## src/rtl/frame_queue_ctrl.sv

```systemverilog
// Frame-aware circular byte queue.
// Payload bytes are written speculatively; they become visible to the reader
// only when the last byte of the frame lands, which moves commit_ptr.
// Bad or aborted frames roll wr_ptr back to commit_ptr and bump drop_cnt.
module frame_queue_ctrl #(
  parameter int unsigned DEPTH   = 16,
  parameter int unsigned AW      = 4,
  parameter int unsigned MAX_LEN = 15
) (
  input  logic          ser_clk,
  input  logic          reset,
  input  logic [7:0]    byte_in,
  input  logic          byte_stb,
  input  logic          sync_det,
  input  logic          rd_req,
  output logic [7:0]    rd_data,
  output logic          rd_valid,
  output logic          empty,
  output logic          full,
  output logic [AW:0]   level,
  output logic          frame_done,
  output logic [7:0]    drop_cnt,
  output logic          busy
);

  typedef enum logic [1:0] {StHunt, StLen, StPayload, StDrop} state_e;

  localparam logic [AW:0] PtrOne = (AW+1)'(1);

  state_e      state_q, state_d;
  logic [AW:0] wr_ptr_q, wr_ptr_d;
  logic [AW:0] commit_ptr_q, commit_ptr_d;
  logic [AW:0] rd_ptr_q, rd_ptr_d;
  logic [7:0]  cnt_q, cnt_d;
  logic [7:0]  drop_cnt_q, drop_cnt_d;
  logic        frame_done_q, frame_done_d;
  logic        rd_valid_q;
  logic [7:0]  rd_data_q;
  logic [7:0]  mem [DEPTH];

  logic [AW:0] level_w;
  logic [7:0]  free_w;
  logic        empty_w;
  logic        rd_en;
  logic        wr_en;
  logic        drop_inc;

  // Committed occupancy and status; uncommitted bytes never count.
  always_comb begin
    level_w = commit_ptr_q - rd_ptr_q;
    free_w  = 8'(DEPTH) - 8'(level_w);
    empty_w = (commit_ptr_q == rd_ptr_q);
    rd_en   = rd_req && !empty_w;
  end

  assign level      = level_w;
  assign empty      = empty_w;
  assign full       = (commit_ptr_q[AW] != rd_ptr_q[AW]) &&
                      (commit_ptr_q[AW-1:0] == rd_ptr_q[AW-1:0]);
  assign busy       = (state_q != StHunt);
  assign rd_data    = rd_data_q;
  assign rd_valid   = rd_valid_q;
  assign frame_done = frame_done_q;
  assign drop_cnt   = drop_cnt_q;

  // Frame parser: next state, write pointer, commit and drop accounting.
  always_comb begin
    state_d      = state_q;
    wr_ptr_d     = wr_ptr_q;
    commit_ptr_d = commit_ptr_q;
    cnt_d        = cnt_q;
    drop_inc     = 1'b0;
    wr_en        = 1'b0;
    frame_done_d = 1'b0;
    case (state_q)
      StHunt: begin
        if (byte_stb && sync_det) state_d = StLen;
      end
      StLen: begin
        // A repeated sync simply re-arms the length capture.
        if (byte_stb && !sync_det) begin
          if (byte_in == 8'd0 || byte_in > 8'(MAX_LEN)) begin
            drop_inc = 1'b1;
            state_d  = StHunt;
          end else if (byte_in > free_w) begin
            drop_inc = 1'b1;
            cnt_d    = byte_in;
            state_d  = StDrop;
          end else begin
            cnt_d    = byte_in;
            state_d  = StPayload;
          end
        end
      end
      StPayload: begin
        if (byte_stb) begin
          if (sync_det) begin
            wr_ptr_d = commit_ptr_q;
            drop_inc = 1'b1;
            state_d  = StLen;
          end else begin
            wr_en    = 1'b1;
            wr_ptr_d = wr_ptr_q + PtrOne;
            cnt_d    = cnt_q - 8'd1;
            if (cnt_q == 8'd1) begin
              commit_ptr_d = wr_ptr_q + PtrOne;
              frame_done_d = 1'b1;
              state_d      = StHunt;
            end
          end
        end
      end
      StDrop: begin
        if (byte_stb) begin
          if (sync_det) begin
            state_d = StLen;
          end else begin
            cnt_d = cnt_q - 8'd1;
            if (cnt_q == 8'd1) state_d = StHunt;
          end
        end
      end
      default: state_d = StHunt;
    endcase
  end

  // Read pointer advance and saturating drop counter.
  always_comb begin
    rd_ptr_d   = rd_en ? rd_ptr_q + PtrOne : rd_ptr_q;
    drop_cnt_d = (drop_inc && drop_cnt_q != 8'hFF) ? drop_cnt_q + 8'd1 : drop_cnt_q;
  end

  // State and pointer registers.
  always_ff @(posedge ser_clk) begin
    if (reset) begin
      state_q      <= StHunt;
      wr_ptr_q     <= '0;
      commit_ptr_q <= '0;
      rd_ptr_q     <= '0;
      cnt_q        <= '0;
      drop_cnt_q   <= '0;
      frame_done_q <= 1'b0;
      rd_valid_q   <= 1'b0;
      rd_data_q    <= '0;
    end else begin
      state_q      <= state_d;
      wr_ptr_q     <= wr_ptr_d;
      commit_ptr_q <= commit_ptr_d;
      rd_ptr_q     <= rd_ptr_d;
      cnt_q        <= cnt_d;
      drop_cnt_q   <= drop_cnt_d;
      frame_done_q <= frame_done_d;
      rd_valid_q   <= rd_en;
      if (rd_en) rd_data_q <= mem[rd_ptr_q[AW-1:0]];
    end
  end

  // Queue storage; contents are invalidated by pointer reset, not cleared.
  always_ff @(posedge ser_clk) begin
    if (wr_en) mem[wr_ptr_q[AW-1:0]] <= byte_in;
  end

endmodule

```

## config.mk

```make
export PLATFORM = sky130hd
export DESIGN_NAME = frame_queue_ctrl
export DESIGN_NICKNAME = d
export VERILOG_FILES = /design/src/rtl/frame_queue_ctrl.sv
export SDC_FILE = /design/constraint.sdc
export NUM_CORES = 1
export LEC_CHECK = 0
export ABC_CLOCK_PERIOD_IN_PS = 3480
export BUFFER_PORTS_ARGS = -buffer_cell sky130_fd_sc_hd__buf_2
export CORE_ASPECT_RATIO = 1.2
export CORE_UTILIZATION = 35
export DETAILED_ROUTE_END_ITERATION = 16
export GPL_TIMING_DRIVEN = 0
export HOLD_SLACK_MARGIN = 0.1
export SLEW_MARGIN = 20
export SYNTH_ARGS = -nofsm -noshare
export SYNTH_HDL_FRONTEND = slang
export SYNTH_SLANG_ARGS = --single-unit
```

## constraint.sdc

```tcl
create_clock -name ser_clk -period 3.48 [get_ports ser_clk]
set_clock_uncertainty 0.15 [all_clocks]
set_input_delay 0.696 -clock ser_clk [delete_from_list [all_inputs] [get_ports ser_clk]]
set_output_delay 0.696 -clock ser_clk [all_outputs]
set_load 0.05 [all_outputs]
```

==> results of run 1 <==
[flip-flops by register name, indices dropped and copies added, names as in the netlist, 2 cells and up]
name          count
drop_cnt          8
rd_data           8
wr_ptr_q          5
mem             128
state_q           2
rd_ptr_q          5
cnt_q             8
commit_ptr_q      5
[area by class of cell]
type,count,area (µm²),share of cell area [%]
flip-flops and latches,171,4711,52.77
multi-input cells,309,2798,31.34
clock buffers,19,432.9,4.849
well taps,270,337.8,3.784
repair buffers,49,275.3,3.083
plain buffers,25,147.6,1.654
clock inverters,13,141.4,1.584
inverters,22,83.83,0.9390
[cell families (layout without fill, tap and decap cells)]
| group | Yosys count | after routing |
|---|---|---|
| AO/OA/AOI/OAI | 82 | 82 |
| buffers and inverters | 48 | 128 |
| XOR/XNOR | 16 | 16 |
| adder cells (fa/ha/maj) | 26 | 26 |
| flip-flops | 171 | 171 |
| multiplexers | 43 | 43 |
| AND/OR/NAND/NOR | 142 | 142 |
[critical path, stage by stage, from the launching register on]
cell      delay, ns
dfxtp_2        0.33
inv_2          0.05
ha_4           0.16
fa_2           0.39
inv_2          0.07
a21o_1         0.15
a21oi_4        0.08
xnor2_4        0.23
o21ai_4        0.14
ha_4           0.29
nand4_1        0.18
buf_4          0.19
buf_4          0.12
buf_4          0.12
buf_4          0.12
buf_4          0.12
buf_4          0.12
o221ai_2       0.14
a311oi_1       0.13
[Yosys cell counts (2+ instances only)]
cell type	n	area share [%]
a211oi_1	3	0.30
a21o_1	3	0.30
a21oi_1	34	2.3
a22oi_1	7	0.70
a311oi_1	2	0.23
and3_1	2	0.17
buf_2	3	0.20
buf_6	2	0.30
clkbuf_1	20	1.0
dfxtp_1	43	12
edfxtp_1	128	52
ha_1	25	4.2
inv_1	21	1.1
mux2i_1	3	0.40
mux4_2	40	12
nand2_1	46	2.3
nand2b_1	3	0.25
nand3_1	10	0.67
nand4_1	6	0.50
nor2_1	47	2.4
nor2b_1	4	0.34
nor3_1	7	0.47
nor3b_1	2	0.20
nor4_1	3	0.25
o211ai_1	3	0.30
o21ai_0	18	1.2
o31ai_1	4	0.40
o41ai_1	2	0.23
or3_1	4	0.34
or4_1	3	0.30
xnor2_1	9	1.1
xor2_1	7	0.82
[per-layer routing]
layer	up-vias	part of all wire, %	track usage, %
met2	129	51	27.97
met1	2274	42	20.41
met3	17	5.0	3.246
met5	-	0	0
li1	2142	-	-
met4	0	1.4	6.180
[final timing paths]
check,startpoint,end
worst max-delay path,commit_ptr_q[0],state_q[0]
worst min-delay path,rd_data[2],rd_data[2]
worst max register to register,commit_ptr_q[0],state_q[0]
worst min register to register,rd_data[2],rd_data[2]
[metrics by stage]
step | hold slack [ns] | setup TNS, ns | setup WS (ns) | instance area [µm²]
3_5_place_dp | 0.3003 | -1.612 | -0.2872 | 8099
3_3_place_gp | 0.2996 | -1.244 | -0.2349 | 8079
2_1_floorplan | 0.2979 | 0 | 0.01799 | 7561
4_1_cts | 0.3103 | 0 | 0.01539 | 8786
6_report | 0.3103 | 0 | 0.06671 | 8927
5_1_grt | 0.3260 | -0.7111 | -0.1543 | 8927
[report_power, final]
group / internal [W] / leakage [nW] / switching (W)
sequential: 0.00220 / 1.50 / 0.0000168
combinational: 0.0000763 / 1.22 / 0.000150
clock: 0.00106 / 0.273 / 0.000790
total: 0.00334 / 2.99 / 0.000957
[what timing repair did]
item	4_1_cts	5_1_grt
endpoints found under the hold margin	0	0
gates cloned	1	0
setup endpoints to repair	8	8
resized for setup	11	22
buffers inserted	10	2
pin swaps	12	11
[layout by cell type, fill, tap and decap left out, types with 13 or more instances in the layout]
| cell type | count |
|---|---|
| edfxtp_1 | 128 |
| nand2_1 | 46 |
| nor2_1 | 46 |
| buf_2 | 40 |
| mux4_2 | 40 |
| dfxtp_1 | 40 |
| a21oi_1 | 29 |
| inv_1 | 19 |
| clkbuf_16 | 18 |
| clkbuf_1 | 18 |
| ha_1 | 18 |
| o21ai_0 | 14 |
| buf_4 | 13 |
==> impl_results.md, run 1 <==
* Status: completed
* Max Slew Vio Count at 0
* WL per Instance at 19.36 µm
* Period minus WS final at 3.413 ns
* Post-route insts no fill at 878
* Synthesized instance count at 528
* Layout cells sized above 1 at 26.32%
* Initial antenna violation count at 0
* CTS Buf Count at 17
* First-pass detailed-route iteration total at 5
* # setup viols final at 0
* Fillers at 1,875
* IO Port Bufs at 36
* Leakage Power at 2.993 nW
* Worst-path clk slew at 0.07 ns
* Worst Hold Class: reg2reg
* Flops & latches, synth at 171
* Yosys warns at 0
* Cts hold-fix bufs at 0
* CTS Sinks at 171
* Fin nets at 634
* Grt ovf at 0
* Min-Delay Path Depth at 2
* Post-synthesis async set-or-reset flop share at 0%
* Die span in y at 162.0 µm
* # DRC at 0
* CTS max path bufs at 2
* Worst Path Required at 3.63 ns
* EDFF count, synth at 128
* Pwr Density at 481.6 nW/µm²
* Most used DFF post-synth: edfxtp_1
* Final Util at 42.71%
* Synth Area in Adders at 4.459%
* Maximum achievable frequency at 293.0 MHz
* Vias per cell at 5.196
* Detail Route Antenna Nets at 0
* Hold Vio Cnt, Final at 0
* First DRT Iteration DRCs at 385
* Startpoint types: flip-flop
* Largest family of logic cells by synthesized area: multiplexers
* Critical Path Sink Type: flip-flop
* Via Count at 4,562
* Simple-gate portion of the synthesized area at 8.801%
* CP Class: reg2reg
* Mapped Area at 7463 µm²
* Dpl cells at 834
* Placement Rows at 58
* Synth Area in Compound Gates at 6.689%
* Root Driver: clkbuf_16
* Power Total at 0.004299 W
* CTS H-Tree Depth at 4
* Actual slew at the worst max-slew pin at 1.049 ns
* Max-slew headroom at 29.80%
* Max capacitance violation total at 0
* Largest net degree at the start of global routing at 20
* Final WL at 16.99 mm
* Critical path fanouts, max at 3
* Tot GR Track Use at 16.39%
* GP Congestion at 0.8280
* Syn Nets at 567
* Mux contribution to synthesized area at 12.47%
* Diode count at 0
* Vias in the first global route at 4,621
* CP arrival at 3.56 ns
* Clk Latency, worst-skew pair at 0.43 ns
* Initial Util at 35.71%
* CORE AREA at 20,900 µm²
* CTS tree: built
* Area delta synth->final at 19.61%
* Synth Area in XOR/XNOR at 1.878%
* Mapped Avg Cell Area at 14.14 µm²
* I/O Pins at 39
* Worst IR Drop VDD at 0.3331 mV
* Unrepaired setup endpoints after global routing: yes
* Die area at 21,910 µm²
* First-pass GRT wire length at 26.16 mm
* R2r worst-path depth at 18
* DP HPWL at 11.37 mm
* DIE WIDTH at 135.3 µm
* Period utilization at 98.08%
* Sequential area share after synthesis at 63.03%
* Synth cell types at 46
* Register-to-register setup slack at 0.07 ns
No activity file was read; power rests on OpenSTA's default activity.
==> inputs of run 2 (changes only) <==
ABC_CLOCK_PERIOD_IN_PS = 3300   (was 3480)
clock period = 3.3 ns   (was 3.48 ns; I/O delays follow)
==> run 2 against run 1 <==
The flow now finishes with violations (setup timing). Cell count is 0.23% lower. Die area stayed put. Core utilization is 0.084 points lower. Worst setup slack worse by 0.17 ns. Count of clock-buffer cells in the layout is 4 higher. Critical endpoint is now drop_cnt[1]. Largest power group unchanged.
==> impl_results.md, run 2 (synthesis gave the netlist of run 1 again) <==
* Commonest non-fill, non-tap cell in the layout: edfxtp_1
* First DRT Iteration DRCs at 442
* Final WL at 16.87 mm
* CP Class: reg2reg
* WP buf/inv at 4
* Hold Startpoint: rd_data[7]
* Worst setup margin at -0.1021 ns
* Critical path depth at 16
* Register-to-register setup slack at -0.10 ns
* Slowest-stage cell, CP: dfxtp_4
* GP Congestion at 0.8389
* Initial antenna violation count at 0
* Worst IR Drop VDD at 0.2809 mV
* Post-route insts no fill at 876
* Worst reg2reg endpoint: drop_cnt[1]
* Tot GR Track Use at 16.49%
* R2r worst-path depth at 16
* Pre-CTS setup slack at -0.3958 ns
* Detail Route Antenna Nets at 0
* Max-slew headroom at 35.85%
* Hold Vio Cnt, Final at 0
* DP HPWL at 11.36 mm
* Vias in the first global route at 4,742
* Die span in y at 162.0 µm
* I/O Pins at 39
* Flop pwr share at 52.6%
* Period utilization at 103.1%
* Cell breakdown of the critical path: clkbuf_16, inv_2, ha_4, a21o_1, a21oi_4, xnor2_4, o21ai_4, ha_4, buf_4, a21oi_2, o21ai_1, a211o_1, o211ai_1, buf_4, mux2i_1, nor2_1
* Fillers at 1,870
* Maximum achievable frequency at 293.9 MHz
* Critical Path Sink Type: flip-flop
* CORE AREA at 20,900 µm²
* Clk Latency, worst-skew pair at 0.43 ns
* Area of the multi-input gates at 2803 µm²
* Worst Hold Class: reg2reg
* Placement Rows at 58
* Root Driver: clkbuf_16
* Sw Ratio at 22.58%
* Actual slew at the worst max-slew pin at 0.9587 ns
* CTS H-Tree Depth at 4
* Vias per cell at 5.268
* Grt ovf at 0
* Clock power frac at 42.0%
* DRT met1 WL at 7.092 mm
* Via Count at 4,615
* Diode count at 0
* Gate power share at 5.4%
* Period minus WS final at 3.402 ns
* Layout cells sized above 1 at 26.57%
* Unrepaired setup endpoints after global routing: yes
* Max reg flops at 128
* Internal at 0.003441 W
* Leakage Power at 2.987 nW
* Die area at 21,910 µm²
* Met3 WL at 761 µm
* # setup viols final at 7
* Most frequent cells in the layout: edfxtp_1, nor2_1, nand2_1
* Initial Util at 35.71%
* R2R Path Start: rd_ptr_q[1]
* Max Slew Vio Count at 0
* # DRC at 0
* Highest routed layer: met4
* Critical path endpoint: drop_cnt[1]
* First-pass detailed-route iteration total at 4
* Startpoint types: flip-flop
* Fin nets at 632
* Register Area at 4715 µm²
* CTS tree: built
* CP top delay family: compound AO/OA/AOI/OAI gates
* IO Port Bufs at 36
* Sw power at 0.001004 W
* Met2 WL at 8.695 mm
* Violated checks: setup timing
* Pwr Density at 498.8 nW/µm²
* Largest net degree at the start of global routing at 20
* Critical path origin: rd_ptr_q[1]
* CP arrival at 3.55 ns
* CTS Buf Count at 17
* Critical path fanouts, max at 5
* Worst hold slack at 0.3018 ns
* Cts hold-fix bufs at 0
* TNS Setup at -0.6008 ns
* Area delta synth->final at 19.38%
* First-pass GRT wire length at 26.59 mm
* Worst-path clk slew at 0.07 ns
* Dpl cells at 834
* WL per Instance at 19.25 µm
* Max capacitance violation total at 0
* CTS Sinks at 171
* Worst Path Required at 3.45 ns
* CTS max path bufs at 2
* Status: finished, violations left
* Max incr delay on CP at 0.38 ns
* DIE WIDTH at 135.3 µm
==> run 2: cell types whose count changed in the layout (fill, tap and decap cells not counted), moves of 2 or more <==
cell       delta
inv_4         +2
buf_4         -2
o21ai_1       +2
clkinv_1      -3
bufinv_16     -2
clkbuf_8      +3
o21ai_0       -2
==> run 2: worst min path at each step <==
stage | end | slack (ns) | depth (start not counted)
5_1_grt | rd_data[6] | 0.33 | 2
3_5_place_dp | rd_data[7] | 0.30 | 2
6_report | rd_data[7] | 0.30 | 2
4_1_cts | rd_data[7] | 0.31 | 2
2_1_floorplan | wr_ptr_q[0] | 0.31 | 2
3_3_place_gp | rd_data[7] | 0.29 | 2
==> run 2: layout make-up <==
| type | count | share of cell area, % |
|---|---|---|
| Sequential cell | 171 | 52.91 |
| Multi-Input combinational cell | 309 | 31.46 |
| Clock buffer | 23 | 5.364 |
| Tap cell | 270 | 3.792 |
| Timing Repair Buffer | 47 | 3.033 |
| Buffer | 25 | 1.657 |
| Inverter | 22 | 0.9409 |
| Clock inverter | 9 | 0.8426 |
==> run 2: what timing repair did <==
action / in CTS / in global routing
pin swaps: 10 / 18
gates resized for setup: 16 / 14
hold endpoints to repair: 0 / 0
buffers inserted: 11 / 2
setup endpoints to repair: 8 / 9
cloned: 1 / 0
==> run 2: stage by stage <==
stage                     total power (W)  utilization (%)  area [µm²]
after detailed placement         0.002612            38.92        8135
after global routing             0.004595            42.63        8910
final                            0.004444            42.63        8910
after global placement           0.002601            38.83        8115
after CTS                        0.004466            42.28        8836
after floorplan                  0.002530                -        7597
==> run 2: worst register-to-register path: stages, from the launching register on <==
cell	delay [ns]
dfxtp_4	0.38
clkbuf_16	0.14
inv_2	0.04
ha_4	0.23
a21o_1	0.20
a21oi_4	0.19
xnor2_4	0.14
o21ai_4	0.27
ha_4	0.25
buf_4	0.13
a21oi_2	0.11
o21ai_1	0.11
a211o_1	0.27
o211ai_1	0.24
buf_4	0.19
mux2i_1	0.19
nor2_1	0.06
==> run 2: metal layers <==
metal | vias up | global-route usage [%]
met4 | 0 | 6.946
li1 | 2141 | -
met3 | 22 | 2.778
met2 | 139 | 28.02
met5 | - | 0
met1 | 2313 | 20.69
==> run 2: power groups by stage <==
stage / clock, W / sequential [W] / combinational (W)
after floorplan: 0 / 0.00238 / 0.000146
after global placement: 0 / 0.00239 / 0.000215
after detailed placement: 0 / 0.00239 / 0.000225
after CTS: 0.00190 / 0.00234 / 0.000232
after global routing: 0.00199 / 0.00234 / 0.000265
final: 0.00187 / 0.00234 / 0.000238
==> inputs of run 3 (changes only) <==
CORE_UTILIZATION = 49   (was 35)
PLACE_DENSITY = 0.66   (was not set)
==> run 3 against run 2 <==
The run still ends with setup timing left. Core utilization grew 16 points. First-iteration DRC count shrank 17%. Critical path depth is the same. Global-route usage grew 6.0 points. Die area shrank 28%. Via count grew 1.1%. Critical path type unchanged. Largest power group unchanged.
==> impl_results.md, run 3 (synthesis gave the netlist of run 1 again) <==
* Die span in y at 137.2 µm
* Max-slew headroom at 36.35%
* I/O Pins at 39
* Die area at 15,730 µm²
* GP Congestion at 0.8087
* Max capacitance violation total at 0
* Highest routed layer: met4
* Pre-CTS setup slack at -0.3217 ns
* Initial Util at 49.89%
* Period utilization at 101.7%
* Clk Latency, worst-skew pair at 0.43 ns
* Status: finished, violations left
* Vias in the first global route at 4,486
* Fin nets at 632
* Final WL at 16.46 mm
* CP arrival at 3.50 ns
* Most frequent cells in the layout: edfxtp_1, nor2_1, nand2_1
* Power Total at 0.004509 W
* Worst IR Drop VDD at 0.3123 mV
* Post-route insts no fill at 810
* Vias per cell at 5.760
* CORE AREA at 14,960 µm²
* Initial antenna violation count at 0
* Via Count at 4,666
* CTS Buf Count at 17
* DIE WIDTH at 114.7 µm
* First DRT Iteration DRCs at 368
* Layout cells sized above 1 at 26.73%
* Max reg flops at 128
* Pwr Density at 511.4 nW/µm²
* Grt ovf at 0
* Diode count at 0
* Leakage Power at 2.983 nW
* Violated checks: setup timing
* Worst hold slack at 0.3030 ns
* WL per Instance at 20.32 µm
* CTS Sinks at 171
* Startpoint types: flip-flop
* Period minus WS final at 3.355 ns
* Critical Path Sink Type: flip-flop
* First-pass detailed-route iteration total at 5
* Tot GR Track Use at 22.53%
* Largest net degree at the start of global routing at 20
* CTS tree: built
* CTS H-Tree Depth at 4
* Unrepaired setup endpoints after global routing: yes
* Worst Path Required at 3.45 ns
* Detail Route Antenna Nets at 0
* IO Port Bufs at 36
* Placement Rows at 49
* Commonest non-fill, non-tap cell in the layout: edfxtp_1
* Root Driver: clkbuf_16
* Met3 WL at 904 µm
* Worst-path clk slew at 0.07 ns
* Area delta synth->final at 18.14%
* Final Util at 58.94%
* Max Slew Vio Count at 0
* Met2 WL at 8.268 mm
* Hold Vio Cnt, Final at 0
* DP HPWL at 10.97 mm
* Dpl cells at 768
* Maximum achievable frequency at 298.1 MHz
* Worst Hold Class: reg2reg
* # DRC at 0
* Critical path fanouts, max at 5
* CP Class: reg2reg
* CTS max path bufs at 2
* First-pass GRT wire length at 25.08 mm
* Worst setup margin at -0.05512 ns
* Actual slew at the worst max-slew pin at 0.9512 ns
* DRT met1 WL at 6.875 mm
* # setup viols final at 6
run 3: cell count changes in the layout (fill, tap and decap cells not counted), sizes merged:
cell      change
clkbuf        -3
clkinv        +1
clkinvlp      +2
run 3: repair_timing:
| action | in CTS | in global routing |
|---|---|---|
| pin swaps | 9 | 10 |
| setup buffers | 8 | 3 |
| hold buffers | 0 | 0 |
| gates resized for setup | 17 | 6 |
| gates cloned | 1 | 0 |
| endpoints found under the setup margin | 8 | 8 |
run 3: power by group:
part           switching [W]  leakage (nW)  total (W)  internal [W]
combinational       0.000158          1.21   0.000238     0.0000800
clock               0.000882         0.274    0.00193       0.00105
sequential         0.0000180          1.50    0.00234       0.00232
run 3: per-stage QoR:
stage          area [µm²]   TNS, ns
2_1_floorplan        7597   -0.3636
3_3_place_gp         8033    -1.628
3_5_place_dp         8053    -1.928
4_1_cts              8787  -0.09787
5_1_grt              8817    -1.343
6_report             8817   -0.2116
run 3: final cells by class:
cell class / count / area (µm²)
plain buffers: 25 / 147.6
clock buffers: 20 / 467.9
clock inverters: 12 / 105.1
fillers: 1204 / 6142
inverters: 22 / 82.58
multi-input cells: 309 / 2786
flip-flops and latches: 171 / 4712
well taps: 204 / 255.2
repair buffers: 47 / 260.3
run 3: worst paths after layout:
| check | start | end | slack [ns] | cells past startpoint |
|---|---|---|---|---|
| min | rd_data[3] | rd_data[3] | 0.30 | 2 |
| max | commit_ptr_q[0] | drop_cnt[1] | -0.06 | 16 |
| max reg2reg | commit_ptr_q[0] | drop_cnt[1] | -0.06 | 16 |
| min reg2reg | rd_data[3] | rd_data[3] | 0.30 | 2 |
run 3: per-layer routing:
layer | track usage [%] | up-vias
li1 | - | 2147
met1 | 29.22 | 2325
met2 | 37.04 | 165
met3 | 4.267 | 29
met4 | 10.25 | 0
met5 | 0 | -
run 3: worst max-delay path, stage by stage (launching register included):
cell and delay (ns):
dfxtp_2 0.33, inv_2 0.05, ha_4 0.16, fa_2 0.41, inv_2 0.06, a21o_1 0.15
a21oi_4 0.08, xnor2_4 0.21, o21ai_4 0.14, ha_4 0.24, a21oi_2 0.12, o21ai_1 0.11
a211o_1 0.27, o211ai_1 0.30, buf_4 0.21, mux2i_1 0.18, nor2_1 0.06
